===== config.mk =====
export PLATFORM = sky130hd
export DESIGN_NAME = mem_stage
export DESIGN_NICKNAME = d
export VERILOG_FILES = /design/src/rtl/mem_stage_defs.sv /design/src/rtl/mem_align.sv /design/src/rtl/mem_stage.sv
export SDC_FILE = /design/constraint.sdc
export NUM_CORES = 1
export LEC_CHECK = 0
export ABC_AREA = 1
export CORE_MARGIN = 2
export CORE_UTILIZATION = 40
export CTS_BUF_LIST = sky130_fd_sc_hd__clkbuf_4 sky130_fd_sc_hd__clkbuf_8
export DETAILED_ROUTE_END_ITERATION = 16
export PLACE_DENSITY = 0.81
export SYNTH_ARGS = -nofsm -noshare
export SYNTH_HDL_FRONTEND = slang
export SYNTH_SLANG_ARGS = --single-unit

===== constraint.sdc =====
create_clock -name clk -period 2.52 [get_ports clk]
set_input_delay 0.63 -clock clk [delete_from_list [all_inputs] [get_ports clk]]
set_output_delay 0.63 -clock clk [all_outputs]
set_load 0.005 [all_outputs]

===== src/rtl/mem_stage_defs.sv =====
// mem_stage_defs: shared funct3 codes, FSM states and lane width for the memory stage
package mem_stage_defs;
    localparam int BE_W = 4;
    localparam logic [2:0] F3_B  = 3'b000;
    localparam logic [2:0] F3_H  = 3'b001;
    localparam logic [2:0] F3_W  = 3'b010;
    localparam logic [2:0] F3_BU = 3'b100;
    localparam logic [2:0] F3_HU = 3'b101;
    typedef enum logic [1:0] {IDLE, ACCESS, RESP} state_t;
endpackage


===== src/rtl/mem_align.sv =====
// mem_align: store lane replication/byte enables, alignment check and load extraction
module mem_align
    import mem_stage_defs::*;
(
    input  logic [2:0]      funct3,
    input  logic [1:0]      addr,
    input  logic [31:0]     rd2,
    input  logic [31:0]     rdata,
    output logic [BE_W-1:0] be,
    output logic [31:0]     wdata,
    output logic            misalign,
    output logic [31:0]     load
);
    logic [31:0] sh;
    logic        sx;
    always_comb begin
        sh       = rdata >> {addr, 3'b000};
        sx       = ~funct3[2];
        be       = funct3[1:0] == F3_B[1:0] ? 4'b0001 << addr :
                   funct3[1:0] == F3_H[1:0] ? 4'b0011 << addr : 4'b1111;
        wdata    = funct3[1:0] == F3_B[1:0] ? {4{rd2[7:0]}} :
                   funct3[1:0] == F3_H[1:0] ? {2{rd2[15:0]}} : rd2;
        misalign = (funct3[1:0] == F3_H[1:0] && addr[0]) ||
                   (funct3[1:0] == F3_W[1:0] && addr != 2'b00);
        load     = funct3[1:0] == F3_B[1:0] ? {{24{sh[7] & sx}}, sh[7:0]} :
                   funct3[1:0] == F3_H[1:0] ? {{16{sh[15] & sx}}, sh[15:0]} : rdata;
    end
endmodule


===== src/rtl/mem_stage.sv =====
// mem_stage: req/ack data-memory access stage with registered writeback.
// MEM_STAGE_TIMEOUT_EN adds an ACCESS watchdog of TIMEOUT cycles.
module mem_stage
    import mem_stage_defs::*;
#(
    parameter int TIMEOUT = 16
) (
    input  logic            clk,
    input  logic            rst_n,
    input  logic            in_valid,
    output logic            in_ready,
    input  logic [31:0]     ex_z,
    input  logic [31:0]     ex_rd2,
    input  logic            mem_read,
    input  logic            mem_write,
    input  logic [2:0]      funct3,
    input  logic [4:0]      rd,
    input  logic            reg_write,
    input  logic            mem_to_reg,
    output logic            dmem_req,
    output logic            dmem_we,
    output logic [31:0]     dmem_addr,
    output logic [31:0]     dmem_wdata,
    output logic [BE_W-1:0] dmem_be,
    input  logic            dmem_ack,
    input  logic [31:0]     dmem_rdata,
    output logic            wb_valid,
    output logic [4:0]      wb_rd,
    output logic            wb_reg_write,
    output logic [31:0]     wb_data,
    output logic            err
);
    state_t          state_q;
    logic [31:0]     addr_q, wdata_q, wb_data_q;
    logic [BE_W-1:0] be_q;
    logic [2:0]      f3_q;
    logic [4:0]      rd_q, wb_rd_q;
    logic            we_q, re_q, rw_q, m2r_q, wb_valid_q, wb_rw_q, err_q;
    logic [BE_W-1:0] st_be;
    logic [31:0]     st_wdata, ld_data;
    logic            misalign, mem_op, fault;
    // The aligner sees live inputs while idle and the latched access afterwards
    mem_align u_align (
        .funct3  (state_q == IDLE ? funct3 : f3_q),
        .addr    (state_q == IDLE ? ex_z[1:0] : addr_q[1:0]),
        .rd2     (ex_rd2),
        .rdata   (dmem_rdata),
        .be      (st_be),
        .wdata   (st_wdata),
        .misalign(misalign),
        .load    (ld_data)
    );
    assign mem_op = mem_read | mem_write;
    assign fault  = mem_op && ((mem_read && mem_write) || funct3 == 3'b011 ||
                    funct3[2:1] == 2'b11 || (mem_write && funct3[2]) || misalign);
`ifdef MEM_STAGE_TIMEOUT_EN
    logic [7:0] cnt_q;
`else
    logic unused_timeout;
    assign unused_timeout = TIMEOUT[0];
`endif
    always_ff @(posedge clk or negedge rst_n) begin
        if (!rst_n) begin
            state_q    <= IDLE;
            addr_q     <= '0;
            wdata_q    <= '0;
            be_q       <= '0;
            f3_q       <= '0;
            rd_q       <= '0;
            we_q       <= 1'b0;
            re_q       <= 1'b0;
            rw_q       <= 1'b0;
            m2r_q      <= 1'b0;
            wb_valid_q <= 1'b0;
            wb_rd_q    <= '0;
            wb_rw_q    <= 1'b0;
            wb_data_q  <= '0;
            err_q      <= 1'b0;
`ifdef MEM_STAGE_TIMEOUT_EN
            cnt_q      <= '0;
`endif
        end else begin
            case (state_q)
                IDLE: if (in_valid) begin
                    addr_q  <= ex_z;
                    wdata_q <= mem_read ? 32'h0 : st_wdata;
                    be_q    <= mem_read ? 4'hf : st_be;
                    we_q    <= mem_write;
                    re_q    <= mem_read;
                    rw_q    <= reg_write;
                    m2r_q   <= mem_to_reg;
                    f3_q    <= funct3;
                    rd_q    <= rd;
`ifdef MEM_STAGE_TIMEOUT_EN
                    cnt_q   <= '0;
`endif
                    if (!mem_op || fault) begin
                        state_q    <= RESP;
                        wb_valid_q <= 1'b1;
                        err_q      <= fault;
                        wb_rd_q    <= rd;
                        wb_rw_q    <= reg_write && !fault;
                        wb_data_q  <= ex_z;
                    end else begin
                        state_q <= ACCESS;
                    end
                end
                ACCESS: if (dmem_ack) begin
                    state_q    <= RESP;
                    wb_valid_q <= 1'b1;
                    wb_rd_q    <= rd_q;
                    wb_rw_q    <= re_q && rw_q;
                    wb_data_q  <= re_q && m2r_q ? ld_data : addr_q;
                end
`ifdef MEM_STAGE_TIMEOUT_EN
                else if (cnt_q == 8'(TIMEOUT - 1)) begin
                    state_q    <= RESP;
                    wb_valid_q <= 1'b1;
                    err_q      <= 1'b1;
                    wb_rd_q    <= rd_q;
                    wb_rw_q    <= 1'b0;
                end else begin
                    cnt_q <= cnt_q + 8'd1;
                end
`endif
                RESP: begin
                    state_q    <= IDLE;
                    wb_valid_q <= 1'b0;
                    err_q      <= 1'b0;
                end
                default: state_q <= IDLE;
            endcase
        end
    end
    assign in_ready     = state_q == IDLE;
    assign dmem_req     = state_q == ACCESS;
    assign dmem_we      = we_q;
    assign dmem_addr    = {addr_q[31:2], 2'b00};
    assign dmem_wdata   = wdata_q;
    assign dmem_be      = be_q;
    assign wb_valid     = wb_valid_q;
    assign wb_rd        = wb_rd_q;
    assign wb_reg_write = wb_rw_q;
    assign wb_data      = wb_data_q;
    assign err          = err_q;
endmodule


# After elaboration in Yosys (flattened, before gate mapping)
# Index checks and enable logic that the tools add are counted.
[word_totals]
in_bits = 112
out_inout_bits = 111
reg_bits = 122
[classes]
muxes = 34
n_eq_ne = 9
n_reduce_logical = 27
bitwise = 4
shifts = 3
[op_table]
columns = ["operator", "count"]
rows = [
  ["$mux 32", 9],
  ["$pmux 32 s2", 1],
  ["$shr 32x5->16", 1],
  ["$mux 5", 3],
  ["$mux 4", 3],
  ["$pmux 5 s2", 1],
  ["$logic_and 1x1->1", 8],
  ["$mux 1", 8],
  ["$mux 2", 4],
  ["$reduce_and 4->1", 2],
  ["$eq 2x2->1 const B", 3],
  ["$logic_or 1x1->1", 6],
  ["$reduce_bool 2->1", 3],
  ["$eq 2x1->1 const B", 2],
  ["$logic_not 2->1", 2],
  ["$ne 2x1->1 const B", 2],
  ["$pmux 1 s2", 2],
  ["$pmux 2 s2", 1],
  ["$reduce_and 2->1", 2],
  ["$shl 1x2->4 const A", 1],
  ["$shl 2x2->4 const A", 1],
  ["$eq 3x2->1 const B", 1],
  ["$mux 3", 1],
  ["$pmux 1 s3", 1],
  ["other kinds (7)", 9],
]

# Longest topological paths before layout
# Gate-level depths: netlist of the first run.
[depth]
word_depth = 12
ltp_mapped = 13

# By module
# From an unflattened synthesis of the first run, not the netlist that was laid out.
[unflattened]
hier_cells = 947
hier_area_um2 = 7074.3
[modules_own_cells]
columns = ["mod", "n_inst", "seq_area_each_um2", "cells_each", "area_each_um2"]
rows = [
  ["mem_stage", 1, 3052.9, 650, 5627.9],
  ["mem_align", 1, 0.0, 297, 1446.4],
]

# Worst setup path before layout of the first run
# No wires, ideal clock.
[synth_timing]
kind = "reg2out"
from = "reg state_q[0]"
to = "out dmem_req"
arrival_time_ns = 1.187
slack_ns = 0.703
path_buffers = 2
t_required_ns = 1.890
stages_incl_launch_ff = 5
path_cell_list = "dfrtp_1 -> inv_2 -> nor2_2 -> clkbuf_1 -> clkbuf_1"
[synth_between]
elab_chain_len = 1
[synth_rtl]
columns = ["element", "line_no", "rtl"]
rows = [
  ["from (decl)", "mem_stage.sv:33", "state_t state_q;"],
  ["from (signal assigned)", "mem_stage.sv:64", "state_q <= IDLE;"],
  ["from (signal assigned)", "mem_stage.sv:98", "state_q <= RESP;"],
  ["from (signal assigned)", "mem_stage.sv:105", "state_q <= ACCESS;"],
  ["$eq 2x1->1", "mem_stage.sv:136", "assign dmem_req = state_q == ACCESS;"],
  ["to (decl)", "mem_stage.sv:20", "output logic dmem_req,"],
]
# Every way passes these cells.

# Worst setup path in the final report of the first run
# Ends and elaborated chain as after synthesis.

==> impl_metrics.env, run 1 <==
export IMPL_grt_overflow=0
export IMPL_crit_arrival_ps=1720
export IMPL_muxShareOfSynthArea_pct=0
export IMPL_seqPwrFrac_pct=30.6
export IMPL_worstPathCellList="inv_2 -> nor2_4 -> clkdlybuf4s50_1"
export IMPL_synth_edff_count=0
export IMPL_synth_simple_area_share_pct=25.76
export IMPL_cellLeakagePower_nw=4.489
export IMPL_final_cells=1345
export IMPL_status="finished clean"
export IMPL_antenna_found_initial=0
export IMPL_drcViolationCount=0
export IMPL_synthTopCellsByArea="dfrtp_1 44%, nand2_1 14%, o21ai_0 7.3%"
export IMPL_gp_congestion=0.8874
export IMPL_start_util_pct=41.26
export IMPL_core_rowCount=47
export IMPL_final_max_slew_viol_count=0
export IMPL_power_density_mw_per_mm2=1191
export IMPL_ys_ff_latch=122
export IMPL_synthArstFlopShare_pct=100.0
export IMPL_syn_cell_area_mm2=0.006892
export IMPL_die_area_mm2=0.01830
export IMPL_antenna_cells=0
export IMPL_slowest_delay_ps=540
export IMPL_cts_root_buf="clkbuf_8"
export IMPL_cp_end_kind="primary output"
export IMPL_r2r_slack_ps=380
export IMPL_wirelength_mm=21.88
export IMPL_crit_path_start_kind="register"
export IMPL_cts_buffers=17
export IMPL_grtUsageMet1_pct=33.33
export IMPL_cts_max_path_buffers=2
export IMPL_synth_compound_area_share_pct=18.34
export IMPL_comb_power_share_pct=53.7
export IMPL_grt_pass1_vias=6534
export IMPL_maxSlewHeadroom_pct=60.29
export IMPL_ios=223
export IMPL_critical_path_class="reg -> out"
export IMPL_grt_first_pass_wirelength_mm=34.87
export IMPL_p_int_w=0.006849
export IMPL_min_delay_path_class="in -> async"
export IMPL_post_route_period_util_pct=93.41
export IMPL_power_w=0.01147
export IMPL_clock_power_share_pct=15.7
export IMPL_crit_fanout=6
export IMPL_r2r_cells=10
export IMPL_cts_sinks=122
export IMPL_synth_top_area_share_pct=44.30
export IMPL_synthAdderAreaFrac_pct=0.3631
export IMPL_cts_tree="done"
export IMPL_irDropWorstVdd_mv=0.5723
export IMPL_yosys_area_top_type="dfrtp_1"
export IMPL_clkLatencyLatePin_ps=430
export IMPL_areaGrowthSynthToFinish_pct=39.83
export IMPL_design_area_mm2=0.009637
export IMPL_hpwl_mm=16.50
export IMPL_rsz0062_at_grt="no"
export IMPL_synth_cell_types=31
export IMPL_place_area_mm2=0.009210
export IMPL_synth_xor_area_share_pct=0
export IMPL_final_util_pct=57.70
export IMPL_drive_gt1_share_pct=10.67
export IMPL_final_common_cell="nand2_1"
export IMPL_max_cap_violations=0
export IMPL_p_switching_w=0.004626
export IMPL_clk_pin_slew_ps=70
export IMPL_setup_viol=0
export IMPL_yosysWarnings=0
export IMPL_yosysSeqAreaShare_pct=44.30
export IMPL_worst_ep_required_time_ps=1890
export IMPL_fin_tns_setup_ps=0
export IMPL_core_area_mm2=0.01670
export IMPL_dieWidth_um=135.3
export IMPL_grt_use_met3_pct=5.013
export IMPL_switching_share_pct=40.31
export IMPL_synth_top_family_by_area="simple AND/OR/NAND/NOR gates"
export IMPL_grt_busiest_layer="met2"
export IMPL_nets=1227
export IMPL_synth_avg_cell_area_um2=7.515
export IMPL_h_tree_depth=4
export IMPL_netlist_instances=917
export IMPL_vias_per_cell=5.118
export IMPL_dominantRegCellSynth="dfrtp_1"
export IMPL_critical_path_slowest_cell="clkdlybuf4s50_1"
export IMPL_drt_pass1_iterations=5
export IMPL_skew_ps=10.77
export IMPL_io_buffers=220
export IMPL_die_h_um=135.3
export IMPL_track_usage_pct=24.44
export IMPL_final_hold_viol_count=0
export IMPL_grt_use_met2_pct=38.49
export IMPL_reg2reg_to="wb_data[3]"
export IMPL_placed_cells=1312
export IMPL_fmax_mhz=424.8
export IMPL_grt_max_degree=54
export IMPL_ant_nets=0
export IMPL_dr_first_iter_drc_count=531
export IMPL_final_cell_mix="265 x nand2_1, 219 x clkdlybuf4s50_1, 122 x dfrtp_1"
export IMPL_vias=6884
export IMPL_tightest_slew_ps=592.0
export IMPL_min_period_ps=2354
export IMPL_rr_startpoint="state_q[1]"
export IMPL_wire_per_inst_um=16.27
## flip-flops by register name, indices dropped and copies added, names as in the netlist
register,flops
dmem_wdata,32
wb_rd,5
rd_q,5
state_q,2
wb_reg_write,1
rw_q,1
dmem_we,1
wb_data,32
dmem_be,4
m2r_q,1
err,1
re_q,1
addr_q,32
wb_valid,1
f3_q,3
## cell type report
| class | count | area (µm²) |
|---|---|---|
| clock buffers | 25 | 325.3 |
| fillers | 1546 | 7064 |
| repair buffers | 257 | 2540 |
| inverters | 72 | 270.3 |
| well taps | 220 | 275.3 |
| flip-flops and latches | 122 | 3053 |
| clock inverters | 6 | 86.33 |
| multi-input cells | 643 | 3087 |
## through the flow
step / hold WS [ps] / setup slack, ps
3_3_place_gp: 463.1 / 71.26
6_report: 162.5 / 166.0
5_1_grt: 176.7 / 86.91
3_5_place_dp: 468.1 / 19.82
2_1_floorplan: 334.4 / 703.5
4_1_cts: 155.1 / 8.628
## how the worst max path moves through the flow
stage,startpoint,endpoint,slack [ps],cells after the start
detailed placement,funct3[0],wb_data[14],20,12
CTS,state_q[0],in_ready,9,2
global placement,ex_z[1],wb_data[4],70,10
finish,state_q[0],dmem_req,170,3
global route,state_q[0],dmem_req,90,3
floorplan,state_q[0],dmem_req,700,4
## per-layer routing
layer	wire, µm	share of wire [%]	vias up
li1	-	-	3311
met4	683	3.1	0
met5	0	0	-
met3	1455	6.6	46
met2	10080	46	295
met1	9669	44	3232
## synthesized netlist by cell type, types with 2 or more instances
master	instances
nand2_1	266
dfrtp_1	122
nor2_1	105
o21ai_0	100
inv_1	66
a21oi_1	37
buf_4	35
a22o_1	24
clkbuf_1	23
nand3_1	21
o21bai_1	16
buf_2	13
nor2_2	13
nand2_2	12
a21oi_2	10
a221oi_1	8
o22ai_1	7
buf_6	5
nand2_4	5
nand4_1	5
buf_1	4
inv_2	4
nor2_4	3
o21ai_1	3
clkinv_1	2
ha_1	2
o21ai_2	2
## kinds of logic (layout without fill, tap and decap cells)
family / count (synthesis) / count (layout)
buffers and inverters: 153 / 360
AND/OR/NAND/NOR: 430 / 430
AO/OA/AOI/OAI: 209 / 209
other: 1 / 2
flip-flops: 122 / 122
adder cells (fa/ha/maj): 2 / 2
## repair_timing
action	CTS	global route
hold buffers	0	0
gates resized for setup	0	0
setup buffers	0	2
endpoints found under the setup margin	0	1
## critical path: cells and delay by family, from the launching register on
family	cells	cell delay, ps
DFF	1	500
buffers and inverters	2	660
and+or+nand+nor	1	130
## power by group through the flow
stage,Sequential [W],Combinational [W],Clock [W]
2_1_floorplan,0.00342,0.00347,0
3_3_place_gp,0.00351,0.00598,0
3_5_place_dp,0.00353,0.00611,0
4_1_cts,0.00351,0.00614,0.00185
5_1_grt,0.00361,0.00678,0.00193
6_report,0.00351,0.00616,0.00180
Power figures use the tool's default switching activity.
==> inputs of run 2 (changes only) <==
--- a/config.mk
+++ b/config.mk
@@ -9,6 +9,7 @@
 export CORE_MARGIN = 2
 export CORE_UTILIZATION = 40
 export CTS_BUF_LIST = sky130_fd_sc_hd__clkbuf_4 sky130_fd_sc_hd__clkbuf_8
+export CTS_CLUSTER_SIZE = 20
 export DETAILED_ROUTE_END_ITERATION = 16
 export PLACE_DENSITY = 0.81
 export SYNTH_ARGS = -nofsm -noshare
==> results of run 2 <==
Final layout, timing and power as in run 1 (identical DEF).
